[config.mk]
export PLATFORM = sky130hd
export DESIGN_NAME = stopwatch_sequencer
export DESIGN_NICKNAME = d
export VERILOG_FILES = /design/src/rtl/stopwatch_sequencer.sv
export SDC_FILE = /design/constraint.sdc
export NUM_CORES = 1
export LEC_CHECK = 0
export BUFFER_PORTS_ARGS = -buffer_cell sky130_fd_sc_hd__buf_2
export CORE_AREA = 2 2 53 55
export DETAILED_ROUTE_END_ITERATION = 7
export DIE_AREA = 0 0 55 57
export HOLD_SLACK_MARGIN = 0.12
export SLEW_MARGIN = 20
export SYNTH_ARGS = -nofsm -noshare
export SYNTH_HDL_FRONTEND = slang
export SYNTH_SLANG_ARGS = --single-unit
[constraint.sdc]
create_clock -name CLOCK_50 -period 2.7 [get_ports CLOCK_50]
set_input_delay 0.27 -clock CLOCK_50 [delete_from_list [all_inputs] [get_ports CLOCK_50]]
set_output_delay 0.27 -clock CLOCK_50 [all_outputs]
set_load 0.005 [all_outputs]
[src/rtl/stopwatch_sequencer.sv]
// Control FSM for the stopwatch: turns button pulses and the 10 Hz tick into
// registered run/clear/snapshot strobes, display-source select and HEX4 mode code.
module stopwatch_sequencer #(
  parameter int HOLD_TICKS  = 50,
  parameter int BLINK_TICKS = 5,
  parameter int MODE_TOTAL  = 5,
  parameter int MODE_LAP    = 10,
  parameter int MODE_BLINK  = 11
) (
  input  logic       CLOCK_50,
  input  logic       reset,
  input  logic       tick,
  input  logic       start_stop,
  input  logic       lap_clear,
  input  logic       mode_sel,
  output logic       run_total,
  output logic       run_lap,
  output logic       clr_total,
  output logic       clr_lap,
  output logic       snap_load,
  output logic [1:0] disp_src,
  output logic [3:0] mode_code,
  output logic       hold_active,
  output logic [1:0] state_dbg
);

  localparam int HW = (HOLD_TICKS > 1) ? $clog2(HOLD_TICKS) : 1;
  localparam int BW = (BLINK_TICKS > 1) ? $clog2(BLINK_TICKS) : 1;
  localparam logic [HW-1:0] HOLD_RELOAD = HW'(HOLD_TICKS - 1);
  localparam logic [BW-1:0] BLINK_LAST  = BW'(BLINK_TICKS - 1);

  typedef enum logic [1:0] {IDLE = 2'd0, RUN = 2'd1, HOLD = 2'd2, PAUSE = 2'd3} state_t;

  state_t          state_q, state_d;
  logic            mode_q, mode_d;
  logic [HW-1:0]   hold_cnt_q, hold_cnt_d;
  logic [BW-1:0]   blink_cnt_q, blink_cnt_d;
  logic            blink_q, blink_d;
  logic            run_q, run_d;
  logic            clr_total_q, clr_total_d;
  logic            clr_lap_q, clr_lap_d;
  logic            snap_load_q, snap_load_d;
  logic [1:0]      disp_src_q, disp_src_d;
  logic [3:0]      mode_code_q, mode_code_d;
  logic            hold_active_q, hold_active_d;

  logic ss_ev, lc_ev, ms_ev;
  logic lap_act, clr_all;

  // Priority start_stop > lap_clear > mode_sel; lower ones in the same cycle are dropped.
  assign ss_ev = start_stop;
  assign lc_ev = lap_clear & ~start_stop;
  assign ms_ev = mode_sel & ~start_stop & ~lap_clear;

  always_ff @(posedge CLOCK_50) begin
    if (reset) begin
      state_q       <= IDLE;
      mode_q        <= 1'b0;
      hold_cnt_q    <= '0;
      blink_cnt_q   <= '0;
      blink_q       <= 1'b0;
      run_q         <= 1'b0;
      clr_total_q   <= 1'b1;
      clr_lap_q     <= 1'b1;
      snap_load_q   <= 1'b0;
      disp_src_q    <= 2'd0;
      mode_code_q   <= 4'(MODE_TOTAL);
      hold_active_q <= 1'b0;
    end else begin
      state_q       <= state_d;
      mode_q        <= mode_d;
      hold_cnt_q    <= hold_cnt_d;
      blink_cnt_q   <= blink_cnt_d;
      blink_q       <= blink_d;
      run_q         <= run_d;
      clr_total_q   <= clr_total_d;
      clr_lap_q     <= clr_lap_d;
      snap_load_q   <= snap_load_d;
      disp_src_q    <= disp_src_d;
      mode_code_q   <= mode_code_d;
      hold_active_q <= hold_active_d;
    end
  end

  always_comb begin
    state_d     = state_q;
    mode_d      = mode_q ^ ms_ev;
    hold_cnt_d  = hold_cnt_q;
    blink_cnt_d = blink_cnt_q;
    blink_d     = blink_q;
    lap_act     = 1'b0;
    clr_all     = 1'b0;
    case (state_q)
      IDLE: begin
        if (ss_ev)      state_d = RUN;
        else if (lc_ev) clr_all = 1'b1;
      end
      RUN: begin
        if (ss_ev)      state_d = PAUSE;
        else if (lc_ev) lap_act = 1'b1;
      end
      HOLD: begin
        if (ss_ev) begin
          state_d = PAUSE;
        end else if (lc_ev) begin
          lap_act = 1'b1;
        end else if (tick) begin
          if (hold_cnt_q == '0) state_d = RUN;
          else                  hold_cnt_d = hold_cnt_q - 1'b1;
          if (blink_cnt_q == BLINK_LAST) begin
            blink_cnt_d = '0;
            blink_d     = ~blink_q;
          end else begin
            blink_cnt_d = blink_cnt_q + 1'b1;
          end
        end
      end
      PAUSE: begin
        if (ss_ev) begin
          state_d = RUN;
        end else if (lc_ev) begin
          clr_all = 1'b1;
          state_d = IDLE;
        end
      end
      default: state_d = IDLE;
    endcase
    if (lap_act) begin
      state_d     = HOLD;
      hold_cnt_d  = HOLD_RELOAD;
      blink_cnt_d = '0;
      blink_d     = 1'b1;
    end
    // Hold bookkeeping only lives inside HOLD; leaving it discards it.
    if (state_d != HOLD) begin
      hold_cnt_d  = '0;
      blink_cnt_d = '0;
      blink_d     = 1'b0;
    end
  end

  always_comb begin
    hold_active_d = (state_d == HOLD);
    run_d         = (state_d == RUN) || (state_d == HOLD);
    clr_total_d   = clr_all;
    clr_lap_d     = clr_all | lap_act;
    snap_load_d   = lap_act;
    disp_src_d    = hold_active_d ? 2'd2 : {1'b0, mode_d};
    if (hold_active_d && blink_d) mode_code_d = 4'(MODE_BLINK);
    else if (mode_d)              mode_code_d = 4'(MODE_LAP);
    else                          mode_code_d = 4'(MODE_TOTAL);
  end

  assign run_total   = run_q;
  assign run_lap     = run_q;
  assign clr_total   = clr_total_q;
  assign clr_lap     = clr_lap_q;
  assign snap_load   = snap_load_q;
  assign disp_src    = disp_src_q;
  assign mode_code   = mode_code_q;
  assign hold_active = hold_active_q;
  assign state_dbg   = state_q;

endmodule

======== Word level (Yosys, flattened, before mapping) ========
Cells that the tools add are included.
Widths: inputs -> output; s select.
cells by class
  $add $sub $neg .......................... 2
  equality and inequality tests ........... 10
  muxes and demuxes ....................... 31
  bitwise operators ....................... 10
  reductions and logical operators ........ 15
operators by type and width
  operator             count
  $mux 6               6
  $mux 2               10
  $mux 1               11
  $reduce_and 5->1     2
  $reduce_or 2->1      5
  $mux 4               2
  $pmux 2 s4           1
  $eq 2x2->1 const B   3
  $logic_not 6->1      1
  $sub 6x1->6 const B  1
  $not 1->1            5
  $eq 2x1->1 const B   2
  $ne 2x1->1 const B   2
  $ne 2x2->1 const B   2
  $reduce_and 4->1     1
  $reduce_bool 2->1    2
  $add 3x1->3 const B  1
  $and 1x1->1          3
  $eq 3x3->1 const B   1
  $mux 3               1
  $reduce_or 3->1      1
  $logic_not 2->1      1
  $logic_and 1x1->1    1
  $logic_or 1x1->1     1
  2 further kinds      2
storage, ports and cells
  register bits after elaboration ......... 24
  bits of input ports ..................... 6
  output and inout bits ................... 14
  logic and storage cells ................. 83

======== Logic depth before layout (Yosys ltp) ========
  depth in word-level cells ............... 11
  mapped depth ............................ 10
  mapped depth without buffers ............ 10

======== Worst setup path after synthesis ========
No wires, ideal clock.
  kind .................................... reg2reg
  start point ............................. register state_q[0], in the netlist state_dbg[0]
  end point ............................... register hold_cnt_q[1]
  setup time .............................. 86 ps
  arrival ................................. 1,953 ps
  slack ................................... 661 ps
  stages on the path, launching flop included .. 11
  buffers on the path ..................... 0
  path through ............................ dfxtp_1 > inv_1 > ha_1 > a2111oi_0 > nor2_1 > o21ai_0 > ha_1 > nand2b_1 > inv_1 > nand2_1 > a211oi_1
between the ends
  cells in the longest elaborated chain, start to end .. 8
  elaborated cells on any way between the ends .. 19
  classes of those cells .................. eq/ne (4); mux (11); reduce/logical (4)
ends and longest elaborated chain
  element                           line  text
  start: declaration                34    state_t state_q, state_d;
  start signal: assignment          70    state_q <= state_d;
  $mux 2                            108   if (hold_cnt_q == '0) state_d = RUN;
  $mux 2                            107   end else if (tick) begin
  $mux 2                            105   end else if (lc_ev) begin
  $mux 2                            103   if (ss_ev) begin
  $pmux 2 s4                        93    case (state_q)
  $mux 2                            128   if (lap_act) begin
  $ne 2x2->1                        135   if (state_d != HOLD) begin
  $reduce_or 3->1 (no source line)  -
  end signal: assignment            72    hold_cnt_q <= hold_cnt_d;
  end: declaration                  36    logic [HW-1:0] hold_cnt_q, hold_cnt_d;
Several ways; a longest one is shown, not always the timed one.
A chain may end at the register's enable or synchronous reset.

======== Final worst setup path ========
  start point ............................. register state_q[1], in the netlist state_dbg[1]
  end point ............................... register hold_cnt_q[1]
Same word-level chain as after synthesis.

==> results.md <==
* Outcome: complete, no violations
* Setup TNS at 0 ps
* DP Wirelength at 1.60 mm
* Seq/Total Area, Yosys at 40.6%
* Multi-input logic area at 581 um^2
* CTS tree: yes
* Post-synth EDFFs at 0
* Maximum VDD drop at 331 uV
* Worst hold path class: input port to flip-flop
* HP Start: reset
* Buffers on Ports at 19
* Critical Path RT at 2920 ps
* Drt total wl at 2.13 mm
* Static Leakage at 0.519 nW
* Die Area at 0.00314 mm^2
* Top post-synthesis cells by area: dfxtp_1, ha_1, nor2_1
* Ys async rst share at 0%
* Max Cap Violations at 0
* Nets@finish at 150
* CTS root buf: clkbuf_4
* CTS sink count at 22
* Total track usage at 15.3%
* Layout cells sized above 1 at 20.7%
* Min Tclk post-route at 2370 ps
* Total gr overflow at 0
* Post-synthesis cell count at 118
* Die Height at 57 um
* Largest net degree at the start of global routing at 14
* Skew-Pair Late Insertion Delay at 310 ps
* Routability Congestion at 0.766
* Syn Area/Cell at 9.20 um^2
* Commonest non-fill, non-tap cell in the layout: dfxtp_1
* Placed cell area at 0.00118 mm^2
* Crit. End Element: flip-flop
* Number of fill cells at 264
* Power per cell area at 567 mW/mm^2
* Synth Register Bits at 22
* Setup Skew at 3.31 ps
* 1st-iter DRT viols at 15
* Final critical-path share of the clock period at 87.6%
* Share of the synthesized area in the top cell type at 40.6%
* RR Startpoint: state_dbg[1]
* First-pass GRT wire length at 3.51 mm
* CP Launch Type: flip-flop
* CP arrival at 2590 ps
* H-tree levels at 1
* Synth Flop Type: dfxtp_1
* Post-route setup slack at 335 ps
* Vias at 872
* Final hold viol count at 0
* Vias per cell at 5.25
* Final number of setup-violating endpoints at 0
* Crit path kind: flip-flop to flip-flop
* Sequential Area at 440 um^2
* Area growth syn-to-layout at 13.9%
* Critical Path Start: state_dbg[1]
* Syn Nets at 132
* DRC viols at 0
* Number of global-route vias before repair at 796
* Relative slew slack at 75.6%
* I/O pins at 20
* Antenna violations before repair at 0
* Row count at 19
* Max-slew violations at 0
* Worst slack, placed at 347 ps
* Crit-path max FO at 6
* Initial core utilization at 41.5%
* Most frequent cells in the layout: dfxtp_1, buf_2, nor2_1
* Hold_buf cts at 0
* Die width at 55 um
* CTS clk-pin slew, worst paths at 130 ps
* Fmax at 423 MHz
* Final Instance Area at 0.00124 mm^2
* Slew @ Worst Pin at 365 ps
* Cell variety after synth at 39
* Remaining antenna violation count at 0
* Diodes inserted at 0
* DRT Pass-1 Iters at 4
* Yosys synthesis warning count at 0
* CTS Buf Count at 3
* RSZ-0062 raised after global routing: no
* Yosys top cell by area: dfxtp_1
* Core area at 0.00262 mm^2
* Synthesized area at 0.00109 mm^2
* CTS Buffer Depth at 2
* Drt wl/cell at 12.8 um
## sequential cells by signal (all words and copies together) (netlist names)
| name | flops |
|---|---|
| clr_total | 1 |
| run_lap | 1 |
| hold_cnt_q | 6 |
| state_dbg | 2 |
| clr_lap | 1 |
| mode_q | 1 |
| blink_cnt_q | 3 |
| blink_q | 1 |
| disp_src | 2 |
| snap_load | 1 |
| mode_code | 3 |
## metal layers
layer	share of wire, %	track usage [%]	vias to the layer above
met2	47	25.5	19
met1	48	19.0	403
met3	3.6	2.36	4
met5	0	0	-
met4	1.6	6.62	0
li1	-	-	446
## through the flow
step | cells | hold slack, ps | power [W] | utilization [%]
CTS | 166 | 231 | 0.000706 | 47.3
floorplan | 118 | 441 | 0.000425 | -
global placement | 162 | 458 | 0.000454 | 45.3
finish | 166 | 233 | 0.000701 | 47.3
detailed placement | 162 | 472 | 0.000454 | 45.3
global route | 166 | 240 | 0.000736 | 47.3
## cell usage after synthesis, types with 3 or more instances
master    instances
xnor2_1           3
a21oi_1           7
nor3_1            3
nand2b_1          3
nand3_1           3
nor2_1           15
buf_4             3
dfxtp_1          22
nand2_1           5
mux2i_1           3
ha_1              8
inv_1             8
## cell type report
type	count	area share [%]
Clock inverter	1	2.43
Tap cell	31	3.13
Multi-Input combinational cell	82	46.9
Sequential cell	22	35.6
Inverter	8	2.43
Clock buffer	3	1.82
Timing Repair Buffer	19	7.68
## what timing repair did
item,4_1_cts,5_1_grt
setup buffers,0,0
setup endpoints to repair,0,1
resized for setup,0,1
## power by group
part | switching, W | internal, W | total (W)
Sequential | 0.00000806 | 0.000340 | 0.000348
Clock | 0.000103 | 0.000150 | 0.000253
Combinational | 0.0000538 | 0.0000460 | 0.0000999
## final timing paths
path                          to  slack, ps  depth (start not counted)
hold / removal           run_lap        230                          2
setup reg to reg   hold_cnt_q[1]        330                         10
setup / recovery   hold_cnt_q[1]        330                         10
hold reg to reg   blink_cnt_q[0]        490                          2
## critical path: stages, from the launching register on
cell and delay [ps]:
dfxtp_1 420, inv_1 100, ha_1 230, a2111oi_1 390
nor2_1 110, o21ai_0 190, ha_1 220, nand2b_1 160
inv_1 100, nand2_1 150, a211oi_1 220
## cells by family (layout without fill, tap and decap cells)
family	Yosys count	after routing	synth area share, %
flip-flops	22	22	40.6
buffers and inverters	14	31	6.11
adder cells (fa/ha/maj)	8	8	9.22
XOR/XNOR	3	3	2.42
AO/OA/AOI/OAI	23	23	15.6
multiplexers	3	3	2.77
AND/OR/NAND/NOR	45	45	23.4
Note: power is estimated with default switching activity, not from simulation.
